## src/rtl/audio_recorder_pkg.sv

```systemverilog
// Shared types and defaults for the audio recorder slice.
// RECORDER_PAUSE_EN adds the PAUSE state to the recorder FSM.
package audio_recorder_pkg;
  localparam int DEF_ADDR_W = 23;
  localparam int DEF_DATA_W = 16;
  localparam int FIFO_DEPTH = 4;

  typedef enum logic [2:0] {
    ST_IDLE,
    ST_REC,
`ifdef RECORDER_PAUSE_EN
    ST_PAUSE,
`endif
    ST_FLUSH,
    ST_DONE,
    ST_HOLD
  } rec_state_e;
endpackage

```

## src/rtl/recorder_fifo.sv

```systemverilog
// Small synchronous sample FIFO; a push into a full FIFO is accepted only
// when a pop happens in the same cycle.
module recorder_fifo #(
  parameter int W     = 16,
  parameter int DEPTH = 4
) (
  input  logic         i_clk,
  input  logic         i_clr,
  input  logic         i_push,
  input  logic         i_pop,
  input  logic [W-1:0] i_data,
  output logic [W-1:0] o_head,
  output logic         o_full,
  output logic         o_empty
);
  localparam int PW    = $clog2(DEPTH);
  localparam int CNT_W = PW + 1;

  logic [W-1:0]     mem [DEPTH];
  logic [PW-1:0]    wr_ptr;
  logic [PW-1:0]    rd_ptr;
  logic [CNT_W-1:0] count;
  logic             do_push;
  logic             do_pop;

  assign o_empty = (count == '0);
  assign o_full  = (count == CNT_W'(DEPTH));
  assign do_pop  = i_pop && !o_empty;
  assign do_push = i_push && (!o_full || do_pop);
  assign o_head  = mem[rd_ptr];

  always_ff @(posedge i_clk) begin
    if (do_push) mem[wr_ptr] <= i_data;
  end

  always_ff @(posedge i_clk) begin
    if (i_clr) begin
      wr_ptr <= '0;
      rd_ptr <= '0;
      count  <= '0;
    end else begin
      if (do_push) wr_ptr <= wr_ptr + 1'b1;
      if (do_pop)  rd_ptr <= rd_ptr + 1'b1;
      case ({do_push, do_pop})
        2'b10:   count <= count + 1'b1;
        2'b01:   count <= count - 1'b1;
        default: count <= count;
      endcase
    end
  end
endmodule

```

## src/rtl/audio_recorder.sv

```systemverilog
// Records ADC samples into SRAM between a start and an inclusive end address.
// Optional RECORDER_PAUSE_EN enables the PAUSE state driven by record_pause.
module audio_recorder
  import audio_recorder_pkg::*;
#(
  parameter int ADDR_W = DEF_ADDR_W,
  parameter int DATA_W = DEF_DATA_W
) (
  input  logic                   i_clk,
  input  logic                   i_rst,
  input  logic                   record_start,
  input  logic [1:0][ADDR_W-1:0] record_select,
  input  logic                   record_pause,
  input  logic                   record_stop,
  output logic                   record_done,
  input  logic                   i_smp_valid,
  input  logic [DATA_W-1:0]      i_smp_data,
  output logic                   o_sram_wr_req,
  output logic [ADDR_W-1:0]      o_sram_addr,
  output logic [DATA_W-1:0]      o_sram_wdata,
  input  logic                   i_sram_wr_ack,
  output logic [ADDR_W-1:0]      o_rec_len,
  output logic                   o_overflow,
  output rec_state_e             o_state
);
  // SRAM handshake: o_sram_wr_req is the valid, i_sram_wr_ack the ready. Once
  // raised, req/addr/wdata stay put until the cycle ack is seen; that cycle is
  // the transfer, after which req drops for at least one cycle.
  rec_state_e        state;
  logic [ADDR_W-1:0] end_addr;
  logic [DATA_W-1:0] fifo_head;
  logic              fifo_full;
  logic              fifo_empty;
  logic              fifo_clr;
  logic              active;
  logic              push;
  logic              pop;
  logic              last_ack;

`ifndef RECORDER_PAUSE_EN
  logic unused_pause;
  assign unused_pause = record_pause;
`endif

  always_comb begin
    active = (state == ST_REC) || (state == ST_FLUSH);
`ifdef RECORDER_PAUSE_EN
    if (state == ST_PAUSE) active = 1'b1;
`endif
  end

  // Outside a take the FIFO is held empty, which also discards leftovers.
  assign fifo_clr = i_rst || !active;
  assign push     = (state == ST_REC) && i_smp_valid && !record_stop;
  assign pop      = o_sram_wr_req && i_sram_wr_ack;
  assign last_ack = pop && (o_sram_addr == end_addr);
  assign o_state  = state;

  recorder_fifo #(.W(DATA_W), .DEPTH(FIFO_DEPTH)) u_fifo (
    .i_clk   (i_clk),
    .i_clr   (fifo_clr),
    .i_push  (push),
    .i_pop   (pop),
    .i_data  (i_smp_data),
    .o_head  (fifo_head),
    .o_full  (fifo_full),
    .o_empty (fifo_empty)
  );

  always_ff @(posedge i_clk) begin
    if (i_rst) begin
      state         <= ST_IDLE;
      end_addr      <= '0;
      record_done   <= 1'b0;
      o_sram_wr_req <= 1'b0;
      o_sram_addr   <= '0;
      o_sram_wdata  <= '0;
      o_rec_len     <= '0;
      o_overflow    <= 1'b0;
    end else begin
      record_done <= 1'b0;
      if (push && fifo_full && !pop) o_overflow <= 1'b1;

      if (active) begin
        if (pop) begin
          o_sram_wr_req <= 1'b0;
          o_rec_len     <= o_rec_len + 1'b1;
          if (!last_ack) o_sram_addr <= o_sram_addr + 1'b1;
        end else if (!o_sram_wr_req && !fifo_empty) begin
          o_sram_wr_req <= 1'b1;
          o_sram_wdata  <= fifo_head;
        end
      end

      case (state)
        ST_IDLE: begin
          if (record_start) begin
            end_addr    <= record_select[1];
            o_sram_addr <= record_select[0];
            o_rec_len   <= '0;
            o_overflow  <= 1'b0;
            if (record_select[1] < record_select[0]) begin
              state       <= ST_DONE;
              record_done <= 1'b1;
            end else begin
              state <= ST_REC;
            end
          end
        end
        ST_REC: begin
          if (last_ack) begin
            state       <= ST_DONE;
            record_done <= 1'b1;
          end else if (record_stop) begin
            state <= ST_FLUSH;
          end
`ifdef RECORDER_PAUSE_EN
          else if (record_pause) begin
            state <= ST_PAUSE;
          end
`endif
        end
`ifdef RECORDER_PAUSE_EN
        ST_PAUSE: begin
          if (last_ack) begin
            state       <= ST_DONE;
            record_done <= 1'b1;
          end else if (record_stop) begin
            state <= ST_FLUSH;
          end else if (!record_pause) begin
            state <= ST_REC;
          end
        end
`endif
        ST_FLUSH: begin
          if (last_ack || (fifo_empty && !o_sram_wr_req)) begin
            state       <= ST_DONE;
            record_done <= 1'b1;
          end
        end
        ST_DONE: state <= ST_HOLD;
        ST_HOLD: if (!record_start) state <= ST_IDLE;
        default: state <= ST_IDLE;
      endcase
    end
  end
endmodule

```

## config.mk

```make
export PLATFORM = sky130hd
export DESIGN_NAME = audio_recorder
export DESIGN_NICKNAME = d
export VERILOG_FILES = /design/src/rtl/audio_recorder_pkg.sv /design/src/rtl/recorder_fifo.sv /design/src/rtl/audio_recorder.sv
export SDC_FILE = /design/constraint.sdc
export NUM_CORES = 1
export LEC_CHECK = 0
export CAP_MARGIN = 30
export CELL_PAD_IN_SITES_DETAIL_PLACEMENT = 0
export CELL_PAD_IN_SITES_GLOBAL_PLACEMENT = 1
export CORE_MARGIN = 4
export CORE_UTILIZATION = 35
export DETAILED_ROUTE_END_ITERATION = 7
export PLACE_DENSITY = 0.79
export RECOVER_POWER = 25
export SYNTH_ARGS = -nofsm -noshare
export SYNTH_HDL_FRONTEND = slang
export SYNTH_SLANG_ARGS = --single-unit
```

## constraint.sdc

```tcl
create_clock -name i_clk -period 2.1 [get_ports i_clk]
set_input_delay 0.315 -clock i_clk [delete_from_list [all_inputs] [get_ports i_clk]]
set_output_delay 0.315 -clock i_clk [all_outputs]
set_load 0.01 [all_outputs]
```

Word level (Yosys, flattened, before mapping) --
Memory sizes are Yosys's and may differ from the RTL's. A register that Yosys moved wholly into a read port is not among the register bits. Cells that the tools add are included.
Cells by class: equal/unequal tests 12, reduce and logical (&&, ||, !) cells 28, muxes and demuxes 29, add/subtract/negate cells 6, magnitude comparators 1, bitwise operators 1
Operator list (count):
- 23-bit two-way mux | 9
- 23-bit by 1-bit adder with 23-bit output, second input constant | 2
- 23-bit == test | 1
- 23-bit less-than comparator | 1
- 3-bit two-way mux | 5
- 3-bit case mux with 5 select lines | 1
- 1-bit two-way mux | 11
- 1-bit logical AND | 10
- 3-bit by 2-bit == test with 1-bit output, second input constant | 2
- 3-bit == test, second input constant | 2
- 1-bit zero test | 6
- 3-bit zero test | 2
- 3-bit case mux with 2 select lines | 1
- 2-bit by 1-bit adder with 2-bit output, second input constant | 2
- 1-bit logical OR | 4
- 2-bit != test, second input constant | 2
- 2-bit AND reduction | 2
- 4-bit AND reduction | 1
- 2-bit nonzero test | 2
- 3-bit by 1-bit adder with 3-bit output, second input constant | 1
- 3-bit by 1-bit == test with 1-bit output, second input constant | 1
- 3-bit != test, second input constant | 1
- 1-bit case mux with 3 select lines | 1
- 3-bit AND reduction | 1
- other kinds (6) | 6
Word-level totals: output and inout port bits 68, logic and storage cells 88, RAM bits 64, memories 1, register bits 82
Memories:
- u_fifo.mem | words 4, bits a word 16, rd ports 1, clocked after memory_dff 1, wr ports 1, line recorder_fifo.sv:19 | logic [W-1:0] mem [DEPTH];

Longest topological paths before layout --
Gate-level depths: netlist (run 1).
depth after elaboration 8, depth in mapped cells 9, mapped depth without buffers 8

By module --
A second synthesis (run 1) with hierarchy kept.
Unflattened totals: cell total of the unflattened synthesis 729, area, all modules 7667.4 um^2
By module, submodules not included:
- audio_recorder | area an instance 4837.1 um^2, cells each 591, instances 1
- recorder_fifo | area an instance 2830.2 um^2, cells each 138, instances 1

Worst setup path after synthesis (run 1) --
OpenSTA, ideal clock, no wires.
path kind flip-flop to flip-flop, start register state[2], in the netlist o_state[2], end memory u_fifo.mem[0][0] (enable), clock period less this slack 2.060 ns, stages on the path, launching flop included 5, arrival 1.686 ns, slack 0.040 ns, cells stage by stage dfxtp_1 -> buf_2 -> nor4b_1 -> o211a_1 -> and2_1
Between the ends: longest elaborated chain between the ends 6
RTL lines:
- start, declared | line audio_recorder.sv:29 | rec_state_e state;
- start signal, assigned | line audio_recorder.sv:72 | state <= ST_IDLE;
- start signal, assigned | line audio_recorder.sv:103 | state <= ST_DONE;
- start signal, assigned | line audio_recorder.sv:106 | state <= ST_REC;
- 3-bit by 1-bit == test with 1-bit output | line audio_recorder.sv:54 | assign push = (state == ST_REC) && i_smp_valid && !record_stop;
- 1-bit logical AND (2 in a row) | line audio_recorder.sv:54
- 1-bit logical AND | line recorder_fifo.sv:29 | assign do_push = i_push && (!o_full || do_pop);
- 1-bit two-way mux | line recorder_fifo.sv:33 | if (do_push) mem[wr_ptr] <= i_data;
- 1-bit two-way mux (implied by the code) | line recorder_fifo.sv:33
- end, declared | line recorder_fifo.sv:19
Every way passes these cells.

Final worst setup path (run 1) --
start input record_select[42] (netlist bit), end register record_done
Between the ends: longest elaborated chain between the ends 4
RTL lines:
- start, declared | line audio_recorder.sv:12 | input logic [1:0][ADDR_W-1:0] record_select,
- 23-bit less-than comparator | line audio_recorder.sv:102 | if (record_select[1] < record_select[0]) begin
- 1-bit two-way mux | line audio_recorder.sv:102
- 1-bit two-way mux | line audio_recorder.sv:97 | if (record_start) begin
- 1-bit case mux with 3 select lines | line audio_recorder.sv:95 | case (state)
- end signal, assigned | line audio_recorder.sv:104 | record_done <= 1'b1;
- end signal, assigned | line audio_recorder.sv:113 | record_done <= 1'b1;
- end signal, assigned | line audio_recorder.sv:138 | record_done <= 1'b1;
- end, declared | line audio_recorder.sv:15 | output logic record_done,
Every way passes these cells. A chain may end at the register's enable or synchronous reset.

==> reports/results.ini, run 1 <==
[run_status]
status=finished clean

[clock_tree]
cts.sinks=162
htree_levels=4
clockBufferDepth=2
clkTransAtPathRegs_ps=70
tritoncts=built
insertion_delay_ps=420
postCtsHoldBufs=0
cts_root_buf=clkbuf_16
numCtsBuffers=17

[cells_and_area]
final_cell_mix=108 x clkdlybuf4s50_1, 93 x dfxtp_1, 87 x buf_4
layout_commonest_cell=clkdlybuf4s50_1
drive_above_1_share_pct=21.2
design_area_sq_um=10900
area_delta_synth_final_pct=39.0
fin_nets=1030

[synth]
synth_top_flop_cell=dfxtp_1
synth-simple-area-share_pct=16.1
synth_top_family_by_area=simple AND/OR/NAND/NOR gates
muxShareOfSynthArea_pct=7.14
synth_fp_nets=817
ys_seq_elements=162
synthAdderAreaFrac_pct=4.72
avgSynthCellArea_sq_um=10.9
async_reset_ff_share_pct=0
netlist_instances=719
synth_area_sq_um=7850
netlist.area_leader.share_pct=25.0
yosys_warnings=0
synth_area_leaders=dfxtp_1 25%, edfxtp_1 24%, xnor2_1 5.9%
synth-edff-count=64
synth_xor_area_share_pct=7.59
yosysSeqAreaShare_pct=49.5
yosysTopAreaCell=dfxtp_1
synth_compound_area_share_pct=10.3
synthDistinctLibCells=61

[timing]
relSlewSlack_pct=57.5
fmax_mhz=493
hold_viol=0
fin_crit_sh_pct=96.6
finalSetupTns_ps=0
setup_violations=0
skew_ps=11.2
slew_viol_final=0
finalCriticalPeriod_ps=2030
worstMarginPinSlew_ps=637

[route]
drc=0
met3_length_um=1220
wire_per_inst_um=16.1
drtPass1Iterations=5
drt-initial-drc-count=237
drt-vias-per-instance=4.83
top_layer=met5
routed_wl_um=19800
met1_length_um=9020
wl_met2_um=9290
vias=5937
ant_nets=0

[floorplanning]
ios=137
start_util_pct=35.7
rows=54
die_y_um=158
die_w_um=158
die_area_sq_um=24900
core_area_sq_um=22000

[setup_path]
worst-path-buf-inv=1
crit_type=primary input to register
cp.required_ps=2400
end_kind=register
critical_path.max_stage_delay_ps=430
cpMostUsedCell=nand4_1
worstPathCellList=clkdlybuf4s50_1 > ha_1 > nand4_1 > nor3_2 > nand4_1 > a311oi_2 > o32ai_1 > and3_1
r2r_setup_slack_ps=120
critPathLaunchType=primary input
crit_arrival_ps=2330
critPathMaxFanout=2
crit_family=simple AND/OR/NAND/NOR gates
critical-path-slowest-cell=clkdlybuf4s50_1

[power]
p_leak_nw=3.97
irDropWorstVdd_v=0.000653
power_density_nw_per_um2=789

[placed_design]
dp.final_hpwl_um=14800
port_buffers=135
place_area_sq_um=10200
routabilityCongestion=0.786

[worst_hold_path]
hold_path_class=primary input to register

[grt]
grt_use_total_pct=16.1
grt_start_max_net_pins=33
grt_pass1_wl_um=31500
antenna_found_initial=7
grt_overflow_total=0
grt_pass1_vias=5987

[job]
max_cap_violations=0

[synthesized netlist by cell type (2+ instances only)]
master,n
o31ai_1,2
a2111oi_4,2
a211oi_1,24
nor4_4,3
buf_2,7
a31oi_1,3
xor2_1,10
and2_1,5
nor3b_1,2
ha_1,28
edfxtp_1,64
a211oi_2,5
nor4_1,3
inv_1,44
and4_1,6
a21o_1,7
dfxtp_1,98
nor3_1,6
nand4_4,3
nand2_1,72
nand3_1,12
nor3_2,4
nor2_1,69
mux4_2,16
o21ai_0,8
clkbuf_1,23
nand4_2,3
mux2i_1,20
buf_6,6
xnor2_1,53
nand2b_1,2
a21oi_1,42
or3_1,4
o31a_1,4
a2111oi_2,3
and3_1,11
buf_4,2
nand4_1,20
[where the power goes]
part           internal (W)  switching [W]  total, W  leakage, nW
clock               0.00172        0.00144   0.00315        0.300
sequential          0.00344       0.000152   0.00359         1.38
combinational      0.000906       0.000952   0.00186         2.30
[tightest hold or removal path, delay by kind of cell]
family	cells	cell delay, ps
compound gates	1	50
buf+inv	1	160
simple gates	1	70
[flip-flops by register name, summed over array words and instances (netlist names)]
signal	cells
u_fifo.mem	64
end_addr	23
o_rec_len	23
o_sram_addr	23
o_sram_wdata	16
o_state	3
u_fifo.count	3
u_fifo.rd_ptr	2
u_fifo.wr_ptr	2
o_overflow	1
o_sram_wr_req	1
record_done	1
[stage by stage]
step	worst slack [ps]	hold WS (ps)	cells	util (%)	power, W
floorplan	40.1	414	719	-	0.00463
global placement	-514	454	1191	46.3	0.00550
detailed placement	-669	459	1191	46.3	0.00551
CTS	-28.3	263	1223	49.1	0.00869
global route	-13.0	229	1229	49.7	0.00903
finish	70.6	233	1230	49.7	0.00861
[layer usage]
| metal | global-route usage [%] | vias up |
|---|---|---|
| met5 | 0 | - |
| met4 | 3.85 | 6 |
| met3 | 4.67 | 17 |
| met2 | 26.1 | 129 |
| met1 | 21.5 | 2780 |
| li1 | - | 3005 |
[cell families (layout without fill, tap and decap cells)]
logic type               count (synthesis)  in the layout
AND/OR/NAND/NOR                        234            234
buffers and inverters                   83            309
adder cells (fa/ha/maj)                 29             29
other                                    0              5
XOR/XNOR                                65             65
multiplexers                            36             36
AO/OA/AOI/OAI                          110            110
flip-flops                             162            162
[repair_timing]
item,CTS,global route
endpoints found under the setup margin,3,21
pin swaps,3,11
buffers inserted,0,2
resized for setup,3,33
[path summary, 6_finish.rpt]
path / start / endpoint / cells past startpoint
max: record_select[42] / record_done$_SDFF_PP0_ / 8
min: record_select[43] / end_addr[20]$_SDFFE_PP0P_ / 3
max reg2reg: end_addr[1]$_SDFFE_PP0P_ / o_sram_addr[19]$_SDFF_PP0_ / 8
min reg2reg: end_addr[10]$_SDFFE_PP0P_ / end_addr[10]$_SDFFE_PP0P_ / 2
[layout make-up]
class,instances,area [sq um]
Antenna cell,5,12.5
Inverter,44,165
Clock buffer,17,425
Tap cell,280,350
Multi-Input combinational cell,474,3700
Sequential cell,162,3890
Fill cell,1995,11000
Timing Repair Buffer,233,2180
Clock inverter,15,186
Note: power is estimated with default switching activity, not from simulation.
==> run 2: changes to the inputs <==
--- a/config.mk
+++ b/config.mk
@@ -9,9 +9,9 @@
 export CELL_PAD_IN_SITES_DETAIL_PLACEMENT = 0
 export CELL_PAD_IN_SITES_GLOBAL_PLACEMENT = 1
 export CORE_MARGIN = 4
-export CORE_UTILIZATION = 35
+export CORE_UTILIZATION = 30
 export DETAILED_ROUTE_END_ITERATION = 7
-export PLACE_DENSITY = 0.79
+export PLACE_DENSITY = 0.69
 export RECOVER_POWER = 25
 export SYNTH_ARGS = -nofsm -noshare
 export SYNTH_HDL_FRONTEND = slang
==> reports/results.ini, run 2 (synthesized netlist as in run 1, its figures left out) <==
[run_status]
status=finished clean

[cells_and_area]
largest_reg_flops=64
seqCellArea_sq_um=3890
design_area_sq_um=11100
area_delta_synth_final_pct=41.0
drive_above_1_share_pct=22.4
multi_input_area_sq_um=3740
fin_nets=1039
final_cell_mix=110 x clkdlybuf4s50_1, 93 x buf_4, 92 x dfxtp_1
n_fill_cell=2446
regMostFlops=u_fifo.mem
layout_commonest_cell=clkdlybuf4s50_1
layoutNonFillerInstCount=1285

[power]
p_leak_nw=4.00
internal_power_w=0.00606
net-switching-power_w=0.00263
irDropWorstVdd_v=0.000469
clockPowerShare_pct=36.8
p_comb_share_pct=21.8
seq_power_share_pct=41.4
power_density_nw_per_um2=785
switching_share_pct=30.2

[route]
vias=6014
ant_nets=0
drt-vias-per-instance=4.68
drt-initial-drc-count=376
drc=0
wire_per_inst_um=16.3
drtPass1Iterations=4
routed_wl_um=20900

[setup_path]
rr_endpoint=o_sram_addr[19]$_SDFF_PP0_
crit_type=register to register
r2r_setup_slack_ps=40
critPathLaunchType=register
critPathMaxFanout=4
r2r_start=o_sram_addr[21]$_SDFF_PP0_
cp.required_ps=2420
r2r_cells=9
crit_arrival_ps=2380
end_kind=register

[clock_tree]
clockBufferDepth=2
cts.sinks=162
numCtsBuffers=17
clkTransAtPathRegs_ps=70
tritoncts=built
insertion_delay_ps=430
htree_levels=4
postCtsHoldBufs=0
cts_root_buf=clkbuf_16

[timing]
hold_viol=0
setup_ws_ps=39.7
fin_crit_sh_pct=98.1
worstMarginPinSlew_ps=627
fmax_mhz=485
rsz0062_at_grt=yes
whs_ps=192
finalCriticalPeriod_ps=2060
relSlewSlack_pct=58.2
slew_viol_final=0
setup_violations=0
skew_ps=13.5

[placed_design]
port_buffers=135
dp.cells=1250
dp.final_hpwl_um=15500
routabilityCongestion=0.806
pre_cts_ws_ps=-654
place_area_sq_um=10300

[floorplanning]
die_y_um=170
start_util_pct=30.8
die_area_sq_um=28800
rows=58
core_area_sq_um=25500
ios=137
die_w_um=170

[grt]
grt_start_max_net_pins=38
grt_overflow_total=0
grt_pass1_wl_um=33100
grt_pass1_vias=6067
antenna_found_initial=2
grt_use_total_pct=14.7

[job]
max_cap_violations=0

[worst_hold_path]
whs_endpoint=end_addr[19]$_SDFFE_PP0P_
worstHoldPathCells=3
hp-start=record_select[42]
hold_path_class=primary input to register

-- run 2: per-layer routing --
| layer | vias to the layer above | share of wire [%] | global-route usage (%) |
|---|---|---|---|
| met5 | - | 0.062 | 0 |
| met4 | 2 | 1.2 | 3.29 |
| met3 | 17 | 6.8 | 4.64 |
| met2 | 142 | 46 | 23.4 |
| met1 | 2839 | 46 | 19.6 |
| li1 | 3014 | - | - |
-- run 2: worst max-delay path, stage by stage (launching register included) --
cell       delay, ps
dfxtp_2          340
xnor2_2          130
buf_4            130
nand4_1          170
nor4_4           380
buf_4            170
a2111oi_2         60
buf_4            160
and3_1           170
o31a_1           230
-- run 2: timing repair --
item | 4_1_cts | 5_1_grt
pin swaps | 4 | 24
hold endpoints to repair | 0 | 0
setup buffers | 0 | 2
endpoints found under the setup margin | 12 | 25
resized for setup | 8 | 33
-- run 2: cell type report --
type                       count  area share, %
clock buffer                  17           3.84
inverter                      44           1.49
sequential                   162           35.2
antenna                        1         0.0226
clock inverter                15           1.76
tap                          330           3.73
multi-input combinational    474           33.8
timing repair buffer         242           20.2
-- run 2: through the flow --
step           power, W  TNS (ps)  util, %
6_report        0.00869         0     43.5
5_1_grt         0.00912      -202     43.4
4_1_cts         0.00877         0     42.9
3_5_place_dp    0.00552    -10590     40.4
3_3_place_gp    0.00552    -10830     40.4
2_1_floorplan   0.00463         0        -
-- run 2: power groups by stage --
stage	logic (W)	clock network [W]	registers, W
after floorplan	0.000931	0	0.00370
after global placement	0.00186	0	0.00365
after detailed placement	0.00187	0	0.00366
after CTS	0.00189	0.00329	0.00359
after global routing	0.00207	0.00344	0.00362
final	0.00189	0.00320	0.00359
-- run 2: worst max path at each step --
| stage | startpoint | to | cells after the start |
|---|---|---|---|
| finish | o_sram_addr[21]$_SDFF_PP0_ | o_sram_addr[19]$_SDFF_PP0_ | 9 |
| global route | o_sram_addr[21]$_SDFF_PP0_ | o_sram_addr[19]$_SDFF_PP0_ | 9 |
| CTS | record_select[14] | record_done$_SDFF_PP0_ | 9 |
| detailed placement | record_select[20] | record_done$_SDFF_PP0_ | 9 |
| global placement | record_select[20] | record_done$_SDFF_PP0_ | 9 |
| floorplan | o_state[2]$_SDFFE_PP0P_ | u_fifo.mem[0][0]$_DFFE_PP_ | 4 |
==> run 3: changes to the inputs <==
--- a/config.mk
+++ b/config.mk
@@ -11,6 +11,7 @@
 export CORE_MARGIN = 4
 export CORE_UTILIZATION = 30
 export DETAILED_ROUTE_END_ITERATION = 7
+export HOLD_SLACK_MARGIN = 0.15
 export PLACE_DENSITY = 0.69
 export RECOVER_POWER = 25
 export SYNTH_ARGS = -nofsm -noshare
==> results of run 3 <==
Final layout, timing and power as in run 2 (identical DEF).
